[config.mk]
export PLATFORM = sky130hd
export DESIGN_NAME = pipe_hazard_ctrl_flat
export DESIGN_NICKNAME = d
export VERILOG_FILES = /design/src/rtl/pipe_pkg.sv /design/src/rtl/pipe_hazard_ctrl_if.sv /design/src/rtl/pipe_wait_timer.sv /design/src/rtl/pipe_hazard_ctrl.sv /design/src/flat_wrapper.sv
export SDC_FILE = /design/constraint.sdc
export NUM_CORES = 1
export LEC_CHECK = 0
export ABC_AREA = 1
export CORE_ASPECT_RATIO = 1.1
export CORE_MARGIN = 2
export CORE_UTILIZATION = 40
export CTS_CLUSTER_SIZE = 28
export DETAILED_ROUTE_END_ITERATION = 6
export PLACE_DENSITY = 0.78
export SLEW_MARGIN = 20
export SYNTH_ARGS = -nofsm -noshare
export SYNTH_HDL_FRONTEND = slang
export SYNTH_SLANG_ARGS = --single-unit
[constraint.sdc]
create_clock -name clk_i -period 2.5 [get_ports clk_i]
set_input_delay 0.5 -clock clk_i [delete_from_list [all_inputs] [get_ports clk_i]]
set_output_delay 0.5 -clock clk_i [all_outputs]
set_load 0.1 [all_outputs]
[src/rtl/pipe_pkg.sv]
`default_nettype none
// ============================================================================
// pipe_pkg : shared encodings for the pipeline hazard/stall controller.
// Rev 1.0
// ============================================================================
package pipe_pkg;

  localparam logic [1:0] ST_RUN  = 2'd0;
  localparam logic [1:0] ST_WAIT = 2'd1;
  localparam logic [1:0] ST_DEAD = 2'd2;

  localparam logic [1:0] WB_NOP   = 2'b00;
  localparam logic [4:0] REG_ZERO = 5'd0;

  // A load in EX hazards the ID instruction when it writes a real register it reads.
  function automatic logic load_use_hit(input logic       memread,
                                        input logic [4:0] ld_rt,
                                        input logic [4:0] rs,
                                        input logic [4:0] rt);
    return memread & (ld_rt != REG_ZERO) & ((ld_rt == rs) | (ld_rt == rt));
  endfunction

endpackage
`default_nettype wire

[src/rtl/pipe_hazard_ctrl_if.sv]
`default_nettype none
// ============================================================================
// pipe_hazard_if : hazard inputs from the pipeline and stage controls back to it.
// Optional stall counter port present only with PIPE_STALL_CNT_EN. Rev 1.0
// ============================================================================
interface pipe_hazard_if
`ifdef PIPE_STALL_CNT_EN
  #(parameter int CNT_W = 32)
`endif
  ();

  logic       idex_memread_i;
  logic [4:0] idex_rt_i;
  logic [4:0] ifid_rs_i;
  logic [4:0] ifid_rt_i;
  logic       branch_taken_i;
  logic       exmem_memreq_i;
  logic       dmem_ready_i;
  logic       pc_write_o;
  logic       ifid_write_o;
  logic       ifid_flush_o;
  logic       idex_write_o;
  logic       idex_flush_o;
  logic       exmem_write_o;
  logic       memwb_bubble_o;
  logic       dmem_timeout_o;
`ifdef PIPE_STALL_CNT_EN
  logic [CNT_W-1:0] stall_cycles_o;
`endif

  modport master (
    output idex_memread_i, idex_rt_i, ifid_rs_i, ifid_rt_i, branch_taken_i,
           exmem_memreq_i, dmem_ready_i,
    input  pc_write_o, ifid_write_o, ifid_flush_o, idex_write_o, idex_flush_o,
           exmem_write_o, memwb_bubble_o, dmem_timeout_o
`ifdef PIPE_STALL_CNT_EN
    , input stall_cycles_o
`endif
  );

  modport slave (
    input  idex_memread_i, idex_rt_i, ifid_rs_i, ifid_rt_i, branch_taken_i,
           exmem_memreq_i, dmem_ready_i,
    output pc_write_o, ifid_write_o, ifid_flush_o, idex_write_o, idex_flush_o,
           exmem_write_o, memwb_bubble_o, dmem_timeout_o
`ifdef PIPE_STALL_CNT_EN
    , output stall_cycles_o
`endif
  );

endinterface
`default_nettype wire

[src/rtl/pipe_wait_timer.sv]
`default_nettype none
// ============================================================================
// pipe_wait_timer : counts consecutive dmem wait cycles and flags the timeout.
// Rev 1.0
// ============================================================================
module pipe_wait_timer #(
  parameter int MEM_TIMEOUT = 16
) (
  input  wire logic clk_i,
  input  wire logic rst_n_i,
  input  wire logic start_i,
  input  wire logic waiting_i,
  input  wire logic ready_i,
  output logic      timeout_o
);

  localparam int W = (MEM_TIMEOUT > 2) ? $clog2(MEM_TIMEOUT) : 1;
  localparam logic [W-1:0] LAST = W'(MEM_TIMEOUT - 1);

  logic [W-1:0] wcnt_q, wcnt_d;

  always_comb begin
    wcnt_d    = wcnt_q;
    timeout_o = waiting_i & ~ready_i & (wcnt_q == LAST);
    if (start_i) begin
      wcnt_d = W'(1);
    end else if (waiting_i) begin
      if (ready_i)         wcnt_d = '0;
      else if (!timeout_o) wcnt_d = wcnt_q + W'(1);
    end
  end

  always_ff @(posedge clk_i or negedge rst_n_i) begin
    if (!rst_n_i) wcnt_q <= '0;
    else          wcnt_q <= wcnt_d;
  end

endmodule
`default_nettype wire

[src/rtl/pipe_hazard_ctrl.sv]
`default_nettype none
// ============================================================================
// pipe_hazard_ctrl : stall/flush sequencer for the 5-stage pipeline.
// Optional stall-cycle counter enabled by `PIPE_STALL_CNT_EN. Rev 1.0
// ============================================================================
module pipe_hazard_ctrl
  import pipe_pkg::*;
#(
  parameter int MEM_TIMEOUT = 16
`ifdef PIPE_STALL_CNT_EN
  , parameter int CNT_W = 32
`endif
) (
  input  wire logic   clk_i,
  input  wire logic   rst_n_i,
  pipe_hazard_if.slave hz
);

  logic [1:0] state_q, state_d;
  logic       mem_stall;
  logic       load_use;
  logic       timeout_hit;

  pipe_wait_timer #(.MEM_TIMEOUT(MEM_TIMEOUT)) u_timer (
    .clk_i     (clk_i),
    .rst_n_i   (rst_n_i),
    .start_i   ((state_q == ST_RUN) & mem_stall),
    .waiting_i (state_q == ST_WAIT),
    .ready_i   (hz.dmem_ready_i),
    .timeout_o (timeout_hit)
  );

  always_comb begin
    mem_stall = hz.exmem_memreq_i & ~hz.dmem_ready_i & (state_q != ST_DEAD);
    load_use  = load_use_hit(hz.idex_memread_i, hz.idex_rt_i, hz.ifid_rs_i, hz.ifid_rt_i);

    state_d = state_q;
    case (state_q)
      ST_RUN:  if (mem_stall) state_d = ST_WAIT;
      ST_WAIT: if (hz.dmem_ready_i) state_d = ST_RUN;
               else if (timeout_hit) state_d = ST_DEAD;
      ST_DEAD: state_d = ST_DEAD;
      default: state_d = ST_RUN;
    endcase

    hz.pc_write_o     = 1'b1;
    hz.ifid_write_o   = 1'b1;
    hz.ifid_flush_o   = 1'b0;
    hz.idex_write_o   = 1'b1;
    hz.idex_flush_o   = 1'b0;
    hz.exmem_write_o  = 1'b1;
    hz.memwb_bubble_o = 1'b0;
    hz.dmem_timeout_o = (state_q == ST_DEAD);

    // MEM/WB keeps clocking while frozen; the bubble stops a repeated writeback.
    if ((state_q == ST_DEAD) || mem_stall) begin
      hz.pc_write_o     = 1'b0;
      hz.ifid_write_o   = 1'b0;
      hz.idex_write_o   = 1'b0;
      hz.exmem_write_o  = 1'b0;
      hz.memwb_bubble_o = 1'b1;
    end else if (load_use) begin
      hz.pc_write_o   = 1'b0;
      hz.ifid_write_o = 1'b0;
      hz.idex_flush_o = 1'b1;
    end else if (hz.branch_taken_i) begin
      hz.ifid_flush_o = 1'b1;
    end
  end

  always_ff @(posedge clk_i or negedge rst_n_i) begin
    if (!rst_n_i) state_q <= ST_RUN;
    else          state_q <= state_d;
  end

`ifdef PIPE_STALL_CNT_EN
  logic [CNT_W-1:0] stall_cnt_q, stall_cnt_d;

  always_comb begin
    stall_cnt_d = stall_cnt_q;
    if (!hz.pc_write_o && (stall_cnt_q != {CNT_W{1'b1}}))
      stall_cnt_d = stall_cnt_q + CNT_W'(1);
  end

  always_ff @(posedge clk_i or negedge rst_n_i) begin
    if (!rst_n_i) stall_cnt_q <= '0;
    else          stall_cnt_q <= stall_cnt_d;
  end

  assign hz.stall_cycles_o = stall_cnt_q;
`endif

endmodule
`default_nettype wire
[src/flat_wrapper.sv]
// flat-port wrapper written by rule: the top's interface ports become plain ports
module pipe_hazard_ctrl_flat import pipe_pkg::*;
#(
  parameter int MEM_TIMEOUT = 16

)
  (clk_i, rst_n_i, hz_idex_memread_i, hz_idex_rt_i, hz_ifid_rs_i, hz_ifid_rt_i, hz_branch_taken_i, hz_exmem_memreq_i, hz_dmem_ready_i, hz_pc_write_o, hz_ifid_write_o, hz_ifid_flush_o, hz_idex_write_o, hz_idex_flush_o, hz_exmem_write_o, hz_memwb_bubble_o, hz_dmem_timeout_o);
  pipe_hazard_if hz_i ();
  input  wire logic clk_i;
  input  wire logic rst_n_i;
  input wire logic [$bits(hz_i.idex_memread_i)-1:0] hz_idex_memread_i;
  input wire logic [$bits(hz_i.idex_rt_i)-1:0] hz_idex_rt_i;
  input wire logic [$bits(hz_i.ifid_rs_i)-1:0] hz_ifid_rs_i;
  input wire logic [$bits(hz_i.ifid_rt_i)-1:0] hz_ifid_rt_i;
  input wire logic [$bits(hz_i.branch_taken_i)-1:0] hz_branch_taken_i;
  input wire logic [$bits(hz_i.exmem_memreq_i)-1:0] hz_exmem_memreq_i;
  input wire logic [$bits(hz_i.dmem_ready_i)-1:0] hz_dmem_ready_i;
  output wire logic [$bits(hz_i.pc_write_o)-1:0] hz_pc_write_o;
  output wire logic [$bits(hz_i.ifid_write_o)-1:0] hz_ifid_write_o;
  output wire logic [$bits(hz_i.ifid_flush_o)-1:0] hz_ifid_flush_o;
  output wire logic [$bits(hz_i.idex_write_o)-1:0] hz_idex_write_o;
  output wire logic [$bits(hz_i.idex_flush_o)-1:0] hz_idex_flush_o;
  output wire logic [$bits(hz_i.exmem_write_o)-1:0] hz_exmem_write_o;
  output wire logic [$bits(hz_i.memwb_bubble_o)-1:0] hz_memwb_bubble_o;
  output wire logic [$bits(hz_i.dmem_timeout_o)-1:0] hz_dmem_timeout_o;
  assign hz_i.idex_memread_i = hz_idex_memread_i;
  assign hz_i.idex_rt_i = hz_idex_rt_i;
  assign hz_i.ifid_rs_i = hz_ifid_rs_i;
  assign hz_i.ifid_rt_i = hz_ifid_rt_i;
  assign hz_i.branch_taken_i = hz_branch_taken_i;
  assign hz_i.exmem_memreq_i = hz_exmem_memreq_i;
  assign hz_i.dmem_ready_i = hz_dmem_ready_i;
  assign hz_pc_write_o = hz_i.pc_write_o;
  assign hz_ifid_write_o = hz_i.ifid_write_o;
  assign hz_ifid_flush_o = hz_i.ifid_flush_o;
  assign hz_idex_write_o = hz_i.idex_write_o;
  assign hz_idex_flush_o = hz_i.idex_flush_o;
  assign hz_exmem_write_o = hz_i.exmem_write_o;
  assign hz_memwb_bubble_o = hz_i.memwb_bubble_o;
  assign hz_dmem_timeout_o = hz_i.dmem_timeout_o;
  pipe_hazard_ctrl #(.MEM_TIMEOUT(MEM_TIMEOUT)) u_core (.clk_i(clk_i), .rst_n_i(rst_n_i), .hz(hz_i));
endmodule
# [Word-level counts from Yosys, hierarchy flattened]
# Index checks and enable logic that the tools add are counted.
[totals] regBits=6 latchBits=0 mem_bits_rw=0 romBits=0 input_bits=21 output_inout_bits=8 wordCells=44 mem_count=0
[classes] n_addsub=1 mul=0 n_div=0 magnitude_cmp=0 eq_ne=9 n_shift=0 muxes=17 bitwise=9 reduce_logical=6
[ops] op="$mux 4" n=4
[ops] op="$eq 5x5->1" n=2
[ops] op="$mux 1" n=9
[ops] op="$and 1x1->1" n=7
[ops] op="$mux 2" n=3
[ops] op="$pmux 2 s3" n=1
[ops] op="$reduce_bool 5->1" n=1
[ops] op="$add 4x1->4 const B" n=1
[ops] op="$eq 4x4->1 const B" n=1
[ops] op="$reduce_and 2->1" n=2
[ops] op="$ne 3x2->1 const B" n=1
[ops] op="$ne 3x3->1 const B" n=1
[ops] op="$eq 2x1->1 const B" n=1
[ops] op="$eq 2x2->1 const B" n=1
[ops] op="$logic_not 2->1" n=1
[ops] op="$ne 2x1->1 const B" n=1
[ops] op="$ne 2x2->1 const B" n=1
[ops] op="$reduce_bool 2->1" n=1
[ops] op="$logic_or 1x1->1" n=1
[ops] op="$not 1->1" n=1
[ops] op="$or 1x1->1" n=1

# [Logic depth before layout (Yosys ltp)]
[logic_depth] ltp_word=7 mapped_depth=9

# [Cells and area by module]
# Synthesis repeated with hierarchy kept, for this count alone.
[hier_totals] cells_unflattened=115 area_unflattened_um2=658.1
[by_module_without_submodules] mod="pipe_hazard_ctrl" n_inst=1 cells_each=75 area_each_um2=376.6 seq_area_each_um2=50.0
[by_module_without_submodules] mod="pipe_wait_timer" n_inst=1 cells_each=40 area_each_um2=281.5 seq_area_each_um2=100.1

# [Worst setup path after synthesis]
# Ideal clock, no wire load.
[synth_path] path_type="reg-to-output" startpoint="register u_core.state_q[1]" endpoint="output port hz_pc_write_o" t_arrival_ps=3869 t_required_ps=2000 setup_slack_ps=-1869 stages_incl_launch_ff=7 cell_sequence="dfrtp_1 inv_1 nor2_1 inv_1 nand2_1 a21oi_1 buf_4"
[synth_lines] element="start, declared" line_no="pipe_hazard_ctrl.sv:19" text="logic [1:0] state_q, state_d;"
[synth_lines] element="start signal, assigned" line_no="pipe_hazard_ctrl.sv:73" text="else state_q <= state_d;"
[synth_lines] element="$eq 2x2->1"
[synth_lines] element="via hz_dmem_timeout_o" line_no="flat_wrapper.sv:25" text="output wire logic [$bits(hz_i.dmem_timeout_o)-1:0] hz_dmem_timeout_o;"
[synth_lines] element="$logic_or 1x1->1" line_no="pipe_hazard_ctrl.sv:56" text="if ((state_q == ST_DEAD) || mem_stall) begin"
[synth_lines] element="$mux 1" line_no="pipe_hazard_ctrl.sv:56"
[synth_lines] element="end, declared" line_no="flat_wrapper.sv:18" text="output wire logic [$bits(hz_i.pc_write_o)-1:0] hz_pc_write_o;"
# The timed path passes the listed nets, and every way through them passes these cells.

# [Worst setup path in the final report]
[layout_path] startpoint="input port hz_idex_rt_i[1]" endpoint="output port hz_idex_flush_o"
[layout_between] elab_chain_cells=5
[layout_lines] element="start, declared" line_no="flat_wrapper.sv:12" text="input wire logic [$bits(hz_i.idex_rt_i)-1:0] hz_idex_rt_i;"
[layout_lines] element="$eq 5x5->1 / $reduce_bool 5->1 (equally long branches)" line_no="pipe_pkg.sv:20" text="return memread & (ld_rt != REG_ZERO) & ((ld_rt == rs) | (ld_rt == rt));"
[layout_lines] element="$or 1x1->1 / $and 1x1->1 (equally long branches)" line_no="pipe_pkg.sv:20"
[layout_lines] element="$and 1x1->1 *" line_no="pipe_pkg.sv:20"
[layout_lines] element="$mux 1 *" line_no="pipe_hazard_ctrl.sv:62" text="end else if (load_use) begin"
[layout_lines] element="$mux 1 *" line_no="pipe_hazard_ctrl.sv:56"
[layout_lines] element="end, declared" line_no="flat_wrapper.sv:22" text="output wire logic [$bits(hz_i.idex_flush_o)-1:0] hz_idex_flush_o;"
# Mark *: on every way between the ends. The rest lies on a longest branch, timed or not.

==> impl_metrics.env <==
export IMPL_power_total_mw=0.987
export IMPL_worstSetupEndpointType="output pin"
export IMPL_rsz0062_at_grt="false"
export IMPL_nets=153
export IMPL_fmax_mhz=419
export IMPL_multi_input_area_um2=384
export IMPL_start_util_pct=42.9
export IMPL_drc=0
export IMPL_status="finished clean"
export IMPL_min_period_over_period_pct=95.4
export IMPL_required_ns=2.00
export IMPL_dr_total_vias=667
export IMPL_worstSetupPathType="in -> out"
export IMPL_cts_buffer_depth=2
export IMPL_drt_iter0_markers=3
export IMPL_hold_viol=0
export IMPL_clk_latency_ns=0.24
export IMPL_fin_hold_ws_ns=0.493
export IMPL_worstRegToRegCells=8
export IMPL_cts_sinks=6
export IMPL_min_path_type="in -> async"
export IMPL_layout_min_cycle_time_ns=2.38
export IMPL_preCtsSetupSlack_ns=0.0168
export IMPL_fin_ws_ns=0.116
export IMPL_grt_usage_pct=18.9
export IMPL_cts_root_buf="clkbuf_4"
export IMPL_dr_pass1_iters=4
export IMPL_syn_inst=100
export IMPL_crit_top_cell="nand2_1"
export IMPL_rows=14
export IMPL_antenna_found_initial=0
export IMPL_area_delta_synth_final_pct=71.9
export IMPL_slowest_stage="clkdlybuf4s50_1"
export IMPL_tightest_slew_ns=0.277
export IMPL_worstSetupStartpointType="input port"
export IMPL_dieArea_um2=1810
export IMPL_slowest_delay_ns=0.50
export IMPL_max_slew_margin_pct=81.7
export IMPL_synth_cell_type_count=20
export IMPL_maxSlewViolCount=0
export IMPL_grt_pass1_wl_um=2260
export IMPL_layout_drive_gt1_share_pct=28.7
export IMPL_overflow=0
export IMPL_die_h_um=44.4
export IMPL_numCtsBuffers=3
export IMPL_clk_pin_slew_ns=0.04
export IMPL_syn_cell_area_um2=593
export IMPL_synth_avg_cell_area_um2=5.93
export IMPL_seq_area_frac_synth_pct=25.3
export IMPL_core_area_um2=1380
export IMPL_synth_warnings=0
export IMPL_drtAntennaViolNets=0
export IMPL_worstReg2RegStart="u_core.u_timer.wcnt_q[0]"
export IMPL_ios=29
export IMPL_p_leak_nw=0.534
export IMPL_grt_max_degree=7
export IMPL_dp_hpwl_um=1270
export IMPL_gp_congestion=0.704
export IMPL_maxCapViolations=0
export IMPL_dieWidth_um=40.7
export IMPL_stdcell_count=145
export IMPL_register_area_um2=150
export IMPL_cp_cell_sequence="clkdlybuf4s50_1 > inv_1 > nand2_1 > nand2_1 > nor2_1 > nand3_1 > nand2_2 > nand2_1 > nor2_2 > buf_12"
export IMPL_tns_ns=0
export IMPL_hold_buffers=0
export IMPL_dp_cells=142
export IMPL_crit_arrival_ns=1.88
export IMPL_port_buffers=28
export IMPL_ys_ff_latch=6
export IMPL_reg2reg_setup_slack_ns=1.19
export IMPL_power_density_nw_per_um2=968
export IMPL_ir_worst_vdd_uv=735
export IMPL_routed_wl_um=1450
export IMPL_ctsHtreeMaxLevel=1
export IMPL_grt_pass1_vias=641
export IMPL_cts_tree="yes"
export IMPL_fin_skew_ns=0.00241
export IMPL_vias_per_cell=4.60
export IMPL_setup_viol=0
export IMPL_syn_nets=122
export IMPL_nFillCells=106
export IMPL_path_max_fanout=3
export IMPL_diodes=0
export IMPL_wire_per_inst_um=9.97
export IMPL_r2r_end="u_core.u_timer.wcnt_q[3]"
-- area by class of cell --
class	instances	area share (%)
well taps	16	1.96
flip-flops and latches	6	14.7
repair buffers	28	34.6
multi-input cells	69	37.7
inverters	23	8.83
clock buffers	3	2.21
-- report_power, final --
| group | switching, mW | internal (mW) | total [mW] |
|---|---|---|---|
| registers | 0.0380 | 0.134 | 0.172 |
| clock network | 0.0314 | 0.0541 | 0.0855 |
| logic | 0.479 | 0.251 | 0.730 |
-- synth_stat cells --
cell type	instances	share of area, %
nand2_1	33	21
inv_1	15	9.5
nor2_1	12	7.6
inv_2	8	5.1
dfrtp_1	6	25
nand3_1	6	5.1
nand2_2	3	3.2
a21oi_1	2	1.7
buf_4	2	2.5
nor2_2	2	2.1
xnor2_1	2	3.0
a22oi_2	1	2.1
ha_1	1	2.1
nand2_4	1	1.9
nand4_1	1	1.1
nor3_2	1	1.7
o211ai_2	1	2.1
o21ai_0	1	0.84
o21ai_1	1	0.84
xor2_1	1	1.5
-- worst max-delay path by stage --
stage | from | endpoint | slack [ns] | depth (start not counted)
after floorplan | hz_idex_rt_i[1] | hz_idex_flush_o | -0.22 | 8
after global placement | hz_idex_rt_i[4] | hz_idex_flush_o | 0.06 | 10
after detailed placement | hz_idex_rt_i[4] | hz_idex_flush_o | 0.02 | 10
after CTS | hz_idex_rt_i[4] | hz_idex_flush_o | 0.01 | 10
after global routing | hz_idex_rt_i[1] | hz_idex_flush_o | 0.01 | 10
final | hz_idex_rt_i[1] | hz_idex_flush_o | 0.12 | 10
-- worst max-delay path: cells and delay by family --
family                 cells  cell delay [ns]
buffers and inverters      3             0.76
and+or+nand+nor            7             0.62
-- cell families after synthesis --
kind of cell / synth area share (%)
AO/OA/AOI/OAI: 7.59
AND/OR/NAND/NOR: 43.5
flip-flops: 25.3
XOR/XNOR: 4.43
buffers and inverters: 17.1
adder cells (fa/ha/maj): 2.11
-- cells in the final DEF (no fill, tap or decap), types with 4 or more instances in the layout --
| cell type | n |
|---|---|
| buf_12 | 7 |
| clkdlybuf4s50_1 | 18 |
| dfrtp_1 | 6 |
| inv_1 | 12 |
| inv_2 | 10 |
| nand2_1 | 31 |
| nand2_2 | 4 |
| nand3_1 | 6 |
| nor2_1 | 9 |
| nor2_2 | 4 |
-- routing by layer --
| layer | global-route usage, % | vias up | routed length [µm] |
|---|---|---|---|
| met2 | 36.2 | 14 | 812 |
| met5 | 0 | - | 0 |
| li1 | - | 359 | - |
| met3 | 4.52 | 2 | 71 |
| met4 | 12.0 | 0 | 10 |
| met1 | 15.8 | 292 | 551 |
-- what timing repair did --
| item | in CTS | in global routing |
|---|---|---|
| resized for setup | 0 | 5 |
| buffers inserted | 0 | 0 |
| setup endpoints to repair | 0 | 2 |
-- flip-flops by register name, indices dropped and copies added (netlist names) --
register and flops:
u_core.u_timer.wcnt_q 4, u_core.state_q 2
-- stage by stage --
stage / utilization, % / instance area [µm²]
after floorplan: - / 647
after global placement: 71.3 / 987
after detailed placement: 71.3 / 987
after CTS: 73.0 / 1010
after global routing: 73.7 / 1020
final: 73.7 / 1020
No activity file was read; power rests on OpenSTA's default activity.
==> RTL change: new RTL, config.mk and constraints unchanged <==
Set the package constant `REG_ZERO` to 5'd1 (it was 5'd0).
--- a/src/rtl/pipe_pkg.sv
+++ b/src/rtl/pipe_pkg.sv
@@ -11,5 +11,5 @@
 
   localparam logic [1:0] WB_NOP   = 2'b00;
-  localparam logic [4:0] REG_ZERO = 5'd0;
+  localparam logic [4:0] REG_ZERO = 5'd1;
 
   // A load in EX hazards the ID instruction when it writes a real register it reads.
Check against the original RTL: not equivalent (Yosys sat finds a counterexample within 4 cycles, from zero or initial values and one cycle with rst_n_i low).
==> RTL change against the original RTL <==
  * Count of clock-buffer cells in the layout unchanged
  * Cell count is 0.69% lower
  * Synthesized cell count fell by 1.0%
  * Global-route usage grew 0.34 points
  * Design area is 0.61% higher
  * Routed wire length up 0.97%
  * Area after synthesis decreased by 0.21%
  * Sequential cell count unchanged
  * Power grew 0.13%
  * Setup slack barely moved
  * Critical path type unchanged
  * Largest power group unchanged
==> RTL change: results (changes against the original RTL) <==
| Metric | Value |
|---|---|
| Status | finished clean (unchanged) |
| DR pass1 iterations | 3 (was 4) |
| VDD IR max | 0.6727 mV (was 0.7355 mV) |
| Max-slew headroom | 81.50% (was 81.69%) |
| Dpl hpwl | 1292 um (was 1272 um) |
| Synth Instances | 99 (was 100) |
| GPL Wtd Cong | 0.7113 (was 0.7040) |
| Synth unique cells | 21 (was 20) |
| Via count | 664 (was 667) |
| Syn Nets | 121 (was 122) |
| DRT iter0 DRCs | 7 (was 3) |
| Total GRT Usage | 19.28% (was 18.94%) |
| Pre-CTS setup slack | 0.02096 ns (was 0.01678 ns) |
| Wire per inst | 10.13 um (was 9.966 um) |
| Crit path to | hz_ifid_flush_o (was hz_idex_flush_o) |
| Synth cell count leaders | nand2_1, inv_1, nor2_1 (unchanged) |
| Routed vias/inst | 4.611 (was 4.600) |
| Nets | 152 (was 153) |
| Vias in the first global route | 669 (was 641) |
| Top cells by area, synth | dfrtp_1, nand2_1, inv_1 (unchanged) |
| Post-route setup slack | 0.1165 ns (was 0.1161 ns) |
| DP Area | 985.9 sq um (was 987.2 sq um) |
| Clk_skew | 0.005181 ns (was 0.002412 ns) |
| Crit path from | hz_idex_rt_i[2] (was hz_idex_rt_i[1]) |
| Lkg Pwr | 0.5262 nW (was 0.5343 nW) |
| Register area share after synthesis | 25.37% (was 25.32%) |
## RTL change: cell count changes in the layout (fill, tap and decap cells not counted), sizes merged
cell    before  now
inv         22   20
o21a         0    1
clkinv       0    1
o21ai        2    1
## RTL change: kinds of logic after synthesis
group | synth area share (%)
AND/OR/NAND/NOR | 43.55
buffers and inverters | 16.49
AO/OA/AOI/OAI | 8.033
flip-flops | 25.37
XOR/XNOR | 4.441
adder cells (fa/ha/maj) | 2.114
## RTL change: cell type report
| cell class | count | area (sq um) |
|---|---|---|
| clock buffers | 3 | 22.52 |
| fillers | 127 | 357.8 |
| inverters | 22 | 86.33 |
| multi-input cells | 69 | 394.1 |
| flip-flops and latches | 6 | 150.1 |
| well taps | 16 | 20.02 |
| repair buffers | 28 | 352.8 |
## RTL change: metal layers
metal / vias to the layer above / track usage (%) / share of wire (%)
li1: 353 / - / -
met1: 290 / 21.34 / 39
met2: 19 / 35.56 / 54
met3: 2 / 1.005 / 6.2
met4: 0 / 8.667 / 0.62
met5: - / 0 / 0
## RTL change: repair_timing
action                     4_1_cts  5_1_grt
setup endpoints to repair        0        2
buffers inserted                 0        0
gates resized for setup          0        6
## RTL change: power by group
group          switching [mW]  total (mW)  internal [mW]  leakage [nW]
clock network          0.0295      0.0834         0.0539        0.0138
logic                   0.482       0.734          0.252         0.435
registers              0.0379       0.171          0.134        0.0776
total                   0.549       0.989          0.439         0.526
